[src/rtl/bus_arbit_rr.sv]
// ---------------------------------------------------------------------------
// bus_arbit_rr
//
// Fair two-master arbiter for the shared 2-master / 5-slave system bus.
// Exactly one master owns the bus at any time. Ownership changes either
// voluntarily (the owner drops its request while the other master requests)
// or by force, once the owner has held the bus for MAX_HOLD consecutive
// contended cycles. With no requests the grant stays parked on the last
// owner. Per-master saturating counters record how many times each master
// has been handed the bus.
//
// Parameters
//   MAX_HOLD : contended cycles an owner may keep the bus (0 = never preempt)
//   HOLD_W   : width of the hold counter (MAX_HOLD <= 2**HOLD_W - 1)
//   CNT_W    : width of the per-master grant statistic counters
//
// Ports
//   clk         in   system clock, rising-edge
//   reset_n     in   asynchronous active-low reset
//   M0_req      in   master 0 request (level, held while transferring)
//   M1_req      in   master 1 request (level, held while transferring)
//   M0_grant    out  master 0 owns the bus (decoded from the state flop)
//   M1_grant    out  master 1 owns the bus; also the bus mux select
//   handover    out  pulse in the first cycle a new grant is visible
//   preempt     out  pulse alongside handover when the switch was forced
//   M0_gnt_cnt  out  handovers to master 0, saturating
//   M1_gnt_cnt  out  handovers to master 1, saturating
// ---------------------------------------------------------------------------
module bus_arbit_rr #(
  parameter int MAX_HOLD = 4,
  parameter int HOLD_W   = 4,
  parameter int CNT_W    = 8
) (
  input  logic             clk,
  input  logic             reset_n,
  input  logic             M0_req,
  input  logic             M1_req,
  output logic             M0_grant,
  output logic             M1_grant,
  output logic             handover,
  output logic             preempt,
  output logic [CNT_W-1:0] M0_gnt_cnt,
  output logic [CNT_W-1:0] M1_gnt_cnt
);

  typedef enum logic [0:0] {
    OWN_M0 = 1'b0,
    OWN_M1 = 1'b1
  } state_e;

  localparam logic [HOLD_W-1:0] HOLD_ZERO = {HOLD_W{1'b0}};
  localparam logic [HOLD_W-1:0] HOLD_ONE  = HOLD_W'(1);
  // Counter value at which the next contended edge forces a handover.
  localparam logic [HOLD_W-1:0] HOLD_LAST =
    (MAX_HOLD == 0) ? HOLD_ZERO : HOLD_W'(MAX_HOLD - 1);
  localparam logic HOLD_EN = (MAX_HOLD != 0) ? 1'b1 : 1'b0;

  // Saturating increment for the grant statistics: sticks at all-ones.
  function automatic logic [CNT_W-1:0] sat_inc(input logic [CNT_W-1:0] v);
    if (&v) begin
      return v;
    end else begin
      return v + CNT_W'(1);
    end
  endfunction

  state_e            state_q,    state_d;
  logic [HOLD_W-1:0] hold_cnt_q, hold_cnt_d;
  logic              handover_q, handover_d;
  logic              preempt_q,  preempt_d;
  logic [CNT_W-1:0]  m0_cnt_q,   m0_cnt_d;
  logic [CNT_W-1:0]  m1_cnt_q,   m1_cnt_d;

  logic owner_req_s;
  logic other_req_s;
  logic at_limit_s;
  logic switch_s;
  logic forced_s;

  // Re-express the requests relative to the current owner.
  always_comb begin
    owner_req_s = 1'b0;
    other_req_s = 1'b0;
    if (state_q == OWN_M1) begin
      owner_req_s = M1_req;
      other_req_s = M0_req;
    end else begin
      owner_req_s = M0_req;
      other_req_s = M1_req;
    end
  end

  // Arbitration decision: switch or stay, and how the hold counter moves.
  always_comb begin
    switch_s   = 1'b0;
    forced_s   = 1'b0;
    hold_cnt_d = HOLD_ZERO;
    at_limit_s = HOLD_EN & (hold_cnt_q == HOLD_LAST);
    if (other_req_s) begin
      if (!owner_req_s) begin
        // Owner let go. If this happens exactly when the hold limit would
        // have fired anyway (a real contended streak reached the limit),
        // report it as a forced handover since the outcome is identical.
        switch_s = 1'b1;
        forced_s = at_limit_s & (hold_cnt_q != HOLD_ZERO);
      end else if (at_limit_s) begin
        switch_s = 1'b1;
        forced_s = 1'b1;
      end else begin
        // Contended but still within the hold budget.
        if (HOLD_EN) begin
          hold_cnt_d = hold_cnt_q + HOLD_ONE;
        end else begin
          hold_cnt_d = HOLD_ZERO;
        end
      end
    end else begin
      // Nobody is waiting: the streak of contended cycles is broken.
      hold_cnt_d = HOLD_ZERO;
    end
  end

  // Next owner, event pulses and statistic updates.
  always_comb begin
    state_d    = state_q;
    m0_cnt_d   = m0_cnt_q;
    m1_cnt_d   = m1_cnt_q;
    handover_d = switch_s;
    preempt_d  = switch_s & forced_s;
    if (switch_s) begin
      case (state_q)
        OWN_M0: begin
          state_d  = OWN_M1;
          m1_cnt_d = sat_inc(m1_cnt_q);
        end
        OWN_M1: begin
          state_d  = OWN_M0;
          m0_cnt_d = sat_inc(m0_cnt_q);
        end
        default: begin
          state_d = OWN_M0;
        end
      endcase
    end else begin
      state_d = state_q;
    end
  end

  // State and statistics registers; reset parks the bus on master 0.
  always_ff @(posedge clk or negedge reset_n) begin
    if (!reset_n) begin
      state_q    <= OWN_M0;
      hold_cnt_q <= HOLD_ZERO;
      handover_q <= 1'b0;
      preempt_q  <= 1'b0;
      m0_cnt_q   <= {CNT_W{1'b0}};
      m1_cnt_q   <= {CNT_W{1'b0}};
    end else begin
      state_q    <= state_d;
      hold_cnt_q <= hold_cnt_d;
      handover_q <= handover_d;
      preempt_q  <= preempt_d;
      m0_cnt_q   <= m0_cnt_d;
      m1_cnt_q   <= m1_cnt_d;
    end
  end

  // Grants decode straight from the state flop, so req never reaches
  // grant combinationally and exactly one grant is high by construction.
  assign M0_grant   = (state_q == OWN_M0);
  assign M1_grant   = (state_q == OWN_M1);
  assign handover   = handover_q;
  assign preempt    = preempt_q;
  assign M0_gnt_cnt = m0_cnt_q;
  assign M1_gnt_cnt = m1_cnt_q;

endmodule

[config.mk]
export PLATFORM = sky130hd
export DESIGN_NAME = bus_arbit_rr
export DESIGN_NICKNAME = d
export VERILOG_FILES = /design/src/rtl/bus_arbit_rr.sv
export SDC_FILE = /design/constraint.sdc
export NUM_CORES = 1
export LEC_CHECK = 0
export BUFFER_PORTS_ARGS = -buffer_cell sky130_fd_sc_hd__buf_2
export CELL_PAD_IN_SITES_DETAIL_PLACEMENT = 1
export CELL_PAD_IN_SITES_GLOBAL_PLACEMENT = 1
export CORE_AREA = 5 5 63 54
export DETAILED_ROUTE_END_ITERATION = 8
export DIE_AREA = 0 0 68 59
export PLACE_DENSITY_LB_ADDON = 0.1
export RECOVER_POWER = 25
export SETUP_SLACK_MARGIN = 0.15
export SYNTH_ARGS = -nofsm -noshare
export SYNTH_HDL_FRONTEND = slang
export SYNTH_SLANG_ARGS = --single-unit
[constraint.sdc]
create_clock -name clk -period 3.14 [get_ports clk]
set_input_delay 0.628 -clock clk [delete_from_list [all_inputs] [get_ports clk]]
set_output_delay 0.628 -clock clk [all_outputs]
set_load 0.05 [all_outputs]
==> results_dict.tcl, run 1 <==
set metrics [dict create \
    critical_path.endpoint_type "flip-flop" \
    critPathArrivalTime_ns 2.37 \
    core_region_area_um2 2660 \
    power_density_nw_per_um2 920 \
    netlist-cell-type-count 32 \
    netlist_top_cells_count "dfrtp_1 (23), xor2_1 (11), nand4_1 (7)" \
    timing.final.crit_period_ns 2.16 \
    vias 847 \
    synth_cells 99 \
    gp_congestion 0.792 \
    hold_viol 0 \
    hold_end "M1_gnt_cnt[6]$_DFFE_PN0P_" \
    dieArea_um2 4010 \
    cts_tree "done" \
    r2r_end "M0_gnt_cnt[1]$_DFFE_PN0P_" \
    crit_chain "ha_1 -> nor3b_4 -> o221ai_2 -> or3_4 -> mux2_4" \
    synth_seq_area_share 0.493 \
    drive_above_1_share 0.306 \
    worstSkewPairLatency_ns 0.31 \
    start_util 0.440 \
    yosys.area.top_type "dfrtp_1" \
    crit_type "flip-flop to flip-flop" \
    syn_to_final_growth_pct 14.7 \
    cts_root_buf "clkbuf_4" \
    clock_path_buffers 2 \
    hold_depth 1 \
    ys.flop_type "dfrtp_1" \
    fill_cells 303 \
    numClockSinks 23 \
    dr.pass1.iters 4 \
    seqPwrFrac 0.406 \
    cp.required_ns 3.35 \
    chipWidth_um 68 \
    synth_top_cell_area_share 0.493 \
    diodes 0 \
    fin_nets 133 \
    slew_headroom 0.160 \
    slowest_delay_ns 0.50 \
    yosys_warnings 0 \
    gr-total-overflow 0 \
    synthArstFlopShare 1.00 \
    die_y_um 59 \
    hp-start "M1_gnt_cnt[6]$_DFFE_PN0P_" \
    ctsResizeCount 0 \
    p_leak_nw 0.605 \
    worst-path-buf-inv 0 \
    path_delay_family "simple AND/OR/NAND/NOR gates" \
    switchingPower_w 0.000650 \
    cp-start-kind "flip-flop" \
    p_clk_frac 0.115 \
    drc_errors 0 \
    fin_tns_setup_ns 0 \
    multi_input_area_um2 558 \
    grt_max_degree 24 \
    seq_area_um2 576 \
    syn_avg_cell_area_um2 11.8 \
    cap_violations 0 \
    drtIter0Drc 26 \
    synth_nets 107 \
    hold_buffers 0 \
    hpwl_mm 1.92 \
    wl_mm 2.55 \
    status "finished clean" \
    hold_path.class "flip-flop to flip-flop" \
    grt_usage 0.150 \
    pre_cts_slack_ns 0.938 \
    antenna_found_initial 0 \
    fmax_ghz 0.464 \
    setup_viol 0 \
    p_int_w 0.000583 \
    detail-route-antenna-nets 0 \
    timing.rr.start "hold_cnt_q[1]$_DFF_PN0_" \
    rsz0062_at_grt "no" \
    path_max_fanout 11 \
    rr_worst_depth 5 \
    switching_share 0.527 \
    place_area_um2 1320 \
    grt_pass1_vias 909 \
    htreeDepth 1 \
    ir_drop_uv 498 \
    post_drt_via_cell_ratio 5.23 \
    fin_area_um2 1340 \
    fin_skew_ns 0.00675 \
    clk_pin_slew_worst_paths_ns 0.13 \
    post_cts_buffers 0 \
    reg2reg_slack_ns 0.98 \
    p_comb_frac 0.479 \
    worst_slack_ns 0.983 \
    finalCritPeriodShare 0.687 \
    grt_pass1_wl_mm 4.51 \
    wire_per_inst_um 15.7 \
    synth_edf_count 0 \
    crit_slowest_cell "or3_4" \
    slew_viol_final 0 \
    numCtsBuffers 3 \
    ys_ff_latch 23 \
    yosys-top-cells-area "dfrtp_1 (49%), xor2_1 (8.2%), nor4_2 (6.4%), ha_1 (4.3%), nand4_1 (3.7%)" \
    yosys.cell_count.top_type "dfrtp_1" \
    worst_slew_pin_slew_ns 1.26 \
    portBuffers 23 \
    ioPinCount 24 \
    num_rows 17 \
    syn_area_um2 1170 \
]
==> state kept, by name, indices dropped and copies added (netlist names) <==
register    flops
M1_gnt_cnt      8
preempt         1
M1_grant        1
M0_gnt_cnt      8
hold_cnt_q      4
handover        1
==> power by group through the flow <==
stage	Combinational (W)	Clock, W	Sequential [W]
finish	0.000590	0.000141	0.000501
global route	0.000630	0.000163	0.000517
CTS	0.000601	0.000149	0.000502
detailed placement	0.000600	0	0.000508
global placement	0.000586	0	0.000500
floorplan	0.000161	0	0.000784
==> worst max-delay path by stage <==
stage / start / to / cells after the start
2_1_floorplan: M1_grant$_DFFE_PN0P_ / M0_gnt_cnt[1]$_DFFE_PN0P_ / 3
3_3_place_gp: M1_req / M0_gnt_cnt[1]$_DFFE_PN0P_ / 5
3_5_place_dp: M1_req / M0_gnt_cnt[1]$_DFFE_PN0P_ / 5
4_1_cts: hold_cnt_q[0]$_DFF_PN0_ / M0_gnt_cnt[1]$_DFFE_PN0P_ / 5
5_1_grt: hold_cnt_q[1]$_DFF_PN0_ / M0_gnt_cnt[1]$_DFFE_PN0P_ / 5
6_report: hold_cnt_q[1]$_DFF_PN0_ / M0_gnt_cnt[1]$_DFFE_PN0P_ / 5
==> worst reg2reg max path: cells and delay by family (launching register included) <==
family / cells / cell delay [ns]
and+or+nand+nor: 2 / 0.79
DFF: 1 / 0.41
adders and majority gates: 1 / 0.21
AOI/OAI and AO/OA: 1 / 0.35
muxes: 1 / 0.30
==> metal layers <==
| layer | track usage | vias to the layer above | share of wire |
|---|---|---|---|
| met5 | 0 | - | 0 |
| met4 | 0.0170 | 0 | 0.0071 |
| met3 | 0.0474 | 2 | 0.057 |
| met2 | 0.245 | 24 | 0.47 |
| met1 | 0.201 | 420 | 0.46 |
| li1 | - | 401 | - |
==> stage by stage <==
| stage | util | instances | power, W | hold WS, ns |
|---|---|---|---|---|
| 2_1_floorplan | - | 99 | 0.000945 | 0.332 |
| 3_3_place_gp | 0.495 | 158 | 0.00109 | 0.474 |
| 3_5_place_dp | 0.495 | 158 | 0.00111 | 0.492 |
| 4_1_cts | 0.504 | 162 | 0.00125 | 0.279 |
| 5_1_grt | 0.504 | 162 | 0.00131 | 0.526 |
| 6_report | 0.504 | 162 | 0.00123 | 0.502 |
==> logic make-up (layout without fill, tap and decap cells) <==
group,after synthesis,after routing,share of synthesized area
AOI/OAI and AO/OA,5,5,0.0343
adders and majority gates,4,4,0.0428
xor gates and xnor gates,16,16,0.120
buffers and inverters,7,32,0.0300
DFF,23,23,0.493
muxes,2,2,0.0225
and+or+nand+nor,42,42,0.258
==> layout by cell type (no fill, tap or decap), drive strengths merged <==
cell type  Yosys  final
o221ai         1      1
ha             4      4
nor3b          1      1
nor3           4      4
clkbuf         0      5
nand2b         1      1
nand2          6      6
and4           3      3
buf            2     22
nand3          5      5
nor2           3      3
dfrtp         23     23
inv            5      5
a21oi          1      1
o21ai          1      1
or3            2      2
a22oi          1      1
xnor2          5      5
nor4           6      6
xor2          11     11
and3           1      1
a21boi         1      1
nand3b         1      1
and2           1      1
mux2           2      2
or2b           1      1
nand4          7      7
==> layout make-up <==
type / count / area share
clock buffer: 4 / 0.0196
inverter: 5 / 0.0140
multi-input combinational: 69 / 0.416
sequential: 23 / 0.430
tap: 38 / 0.0355
timing repair buffer: 23 / 0.0850
No activity file was read; power rests on OpenSTA's default activity.
==> run 2: changes to the inputs <==
- CORE_AREA: 5 5 63 54 -> 5 5 65 56
- DIE_AREA: 0 0 68 59 -> 0 0 70 61
- clock period: 3.14 -> 2 ns (I/O delays scaled with it)
==> results_dict.tcl, run 2 (synthesized netlist as in run 1, its figures left out) <==
set metrics [dict create \
    status "finished clean" \
    clk_pin_slew_worst_paths_ns 0.12 \
    dieArea_um2 4270 \
    die_y_um 61 \
    fmax_ghz 0.560 \
    grt_max_degree 24 \
    vias 846 \
    num_rows 18 \
    cts_tree "done" \
    crit_type "flip-flop to flip-flop" \
    final_common_cell "buf_2" \
    setup_viol 0 \
    power_density_nw_per_um2 1400 \
    core_region_area_um2 2930 \
    critPathArrivalTime_ns 1.99 \
    ir_drop_uv 874 \
    fin_skew_ns 0.00548 \
    rr_worst_depth 5 \
    slew_viol_final 0 \
    diodes 0 \
    start_util 0.399 \
    wire_per_inst_um 14.4 \
    dr.pass1.iters 4 \
    total_power_w 0.00193 \
    slowest_delay_ns 0.41 \
    htreeDepth 1 \
    slew_headroom 0.190 \
    hold_depth 2 \
    wl_mm 2.42 \
    drive_above_1_share 0.352 \
    worst_slack_ns 0.214 \
    gp_congestion 0.748 \
    p_leak_nw 0.622 \
    ioPinCount 24 \
    fill_cells 324 \
    critical_path.endpoint_type "flip-flop" \
    pre_cts_slack_ns 0.224 \
    reg2reg_slack_ns 0.21 \
    timing.rr.start "hold_cnt_q[0]$_DFF_PN0_" \
    worst_slew_pin_slew_ns 1.22 \
    grt_pass1_wl_mm 4.03 \
    hold_viol 0 \
    grt_pass1_vias 850 \
    chipWidth_um 70 \
    drc_errors 0 \
    cap_violations 0 \
    fin_tns_setup_ns 0 \
    post_drt_via_cell_ratio 5.04 \
    cts_root_buf "clkbuf_4" \
    hpwl_mm 1.84 \
    rsz0062_at_grt "no" \
    hp-start "M0_req" \
    crit_chain "ha_1 -> nor3b_4 -> o221ai_2 -> or3_4 -> mux2_4" \
    numClockSinks 23 \
    cp.required_ns 2.21 \
    grt_usage 0.121 \
    crit_slowest_cell "or3_4" \
    syn_to_final_growth_pct 17.8 \
    post-route-util 0.470 \
    cp-start-kind "flip-flop" \
    detail-route-antenna-nets 0 \
    finalCritPeriodShare 0.893 \
    hold_end "M1_grant$_DFFE_PN0P_" \
    numCtsBuffers 3 \
    layout_common_cells "buf_2 (22), dfrtp_1 (20), xor2_1 (11), nand4_1 (7)" \
    fin_nets 137 \
    r2r_end "M0_gnt_cnt[1]$_DFFE_PN0P_" \
    timing.final.crit_period_ns 1.79 \
    hold_path.class "input port to flip-flop" \
    gr-total-overflow 0 \
    portBuffers 23 \
    worstSkewPairLatency_ns 0.31 \
    path_max_fanout 4 \
    antenna_found_initial 0 \
    drtIter0Drc 33 \
    clock_path_buffers 2 \
    worst-path-buf-inv 0 \
    path_delay_family "simple AND/OR/NAND/NOR gates" \
    hold_buffers 0 \
]
-- run 2: repair_timing --
action / CTS / global route
setup endpoints to repair: 0 / 4
buffers inserted: 0 / 1
resized for setup: 0 / 0
-- run 2: through the flow --
stage	cells	instance area (µm²)	hold slack [ns]
floorplan	99	1170	0.104
global placement	163	1340	0.400
detailed placement	163	1340	0.404
CTS	167	1370	0.0543
global route	168	1380	0.309
finish	168	1380	0.304
-- run 2: power by group --
group	switching [W]	internal [W]
combinational	0.000688	0.000244
clock	0.000132	0.0000779
sequential	0.000180	0.000606
-- run 2: metal layers --
| layer | vias to the layer above | GRT usage | part of all wire |
|---|---|---|---|
| li1 | 410 | - | - |
| met5 | - | 0 | 0 |
| met3 | 2 | 0.0397 | 0.048 |
| met2 | 16 | 0.207 | 0.49 |
| met1 | 418 | 0.150 | 0.46 |
| met4 | 0 | 0.0301 | 0.0046 |
-- run 2: worst max path at each step --
stage,startpoint,end,slack (ns),depth (start not counted)
finish,hold_cnt_q[0]$_DFF_PN0_,M0_gnt_cnt[1]$_DFFE_PN0P_,0.21,5
global route,hold_cnt_q[0]$_DFF_PN0_,M0_gnt_cnt[1]$_DFFE_PN0P_,0.14,5
CTS,hold_cnt_q[0]$_DFF_PN0_,M0_gnt_cnt[1]$_DFFE_PN0P_,0.20,5
detailed placement,hold_cnt_q[0]$_DFF_PN0_,M0_gnt_cnt[1]$_DFFE_PN0P_,0.22,5
global placement,hold_cnt_q[0]$_DFF_PN0_,M0_gnt_cnt[1]$_DFFE_PN0P_,0.26,5
floorplan,M0_gnt_cnt[3]$_DFFE_PN0P_,M0_gnt_cnt[1]$_DFFE_PN0P_,0.17,4
-- run 2: final cells by class --
class,instances,area (µm²),area share
Clock buffer,4,26.3,0.0191
Inverter,5,18.8,0.0136
Multi-Input combinational cell,69,558,0.405
Sequential cell,23,579,0.421
Tap cell,40,50.0,0.0364
Timing Repair Buffer,27,144,0.105
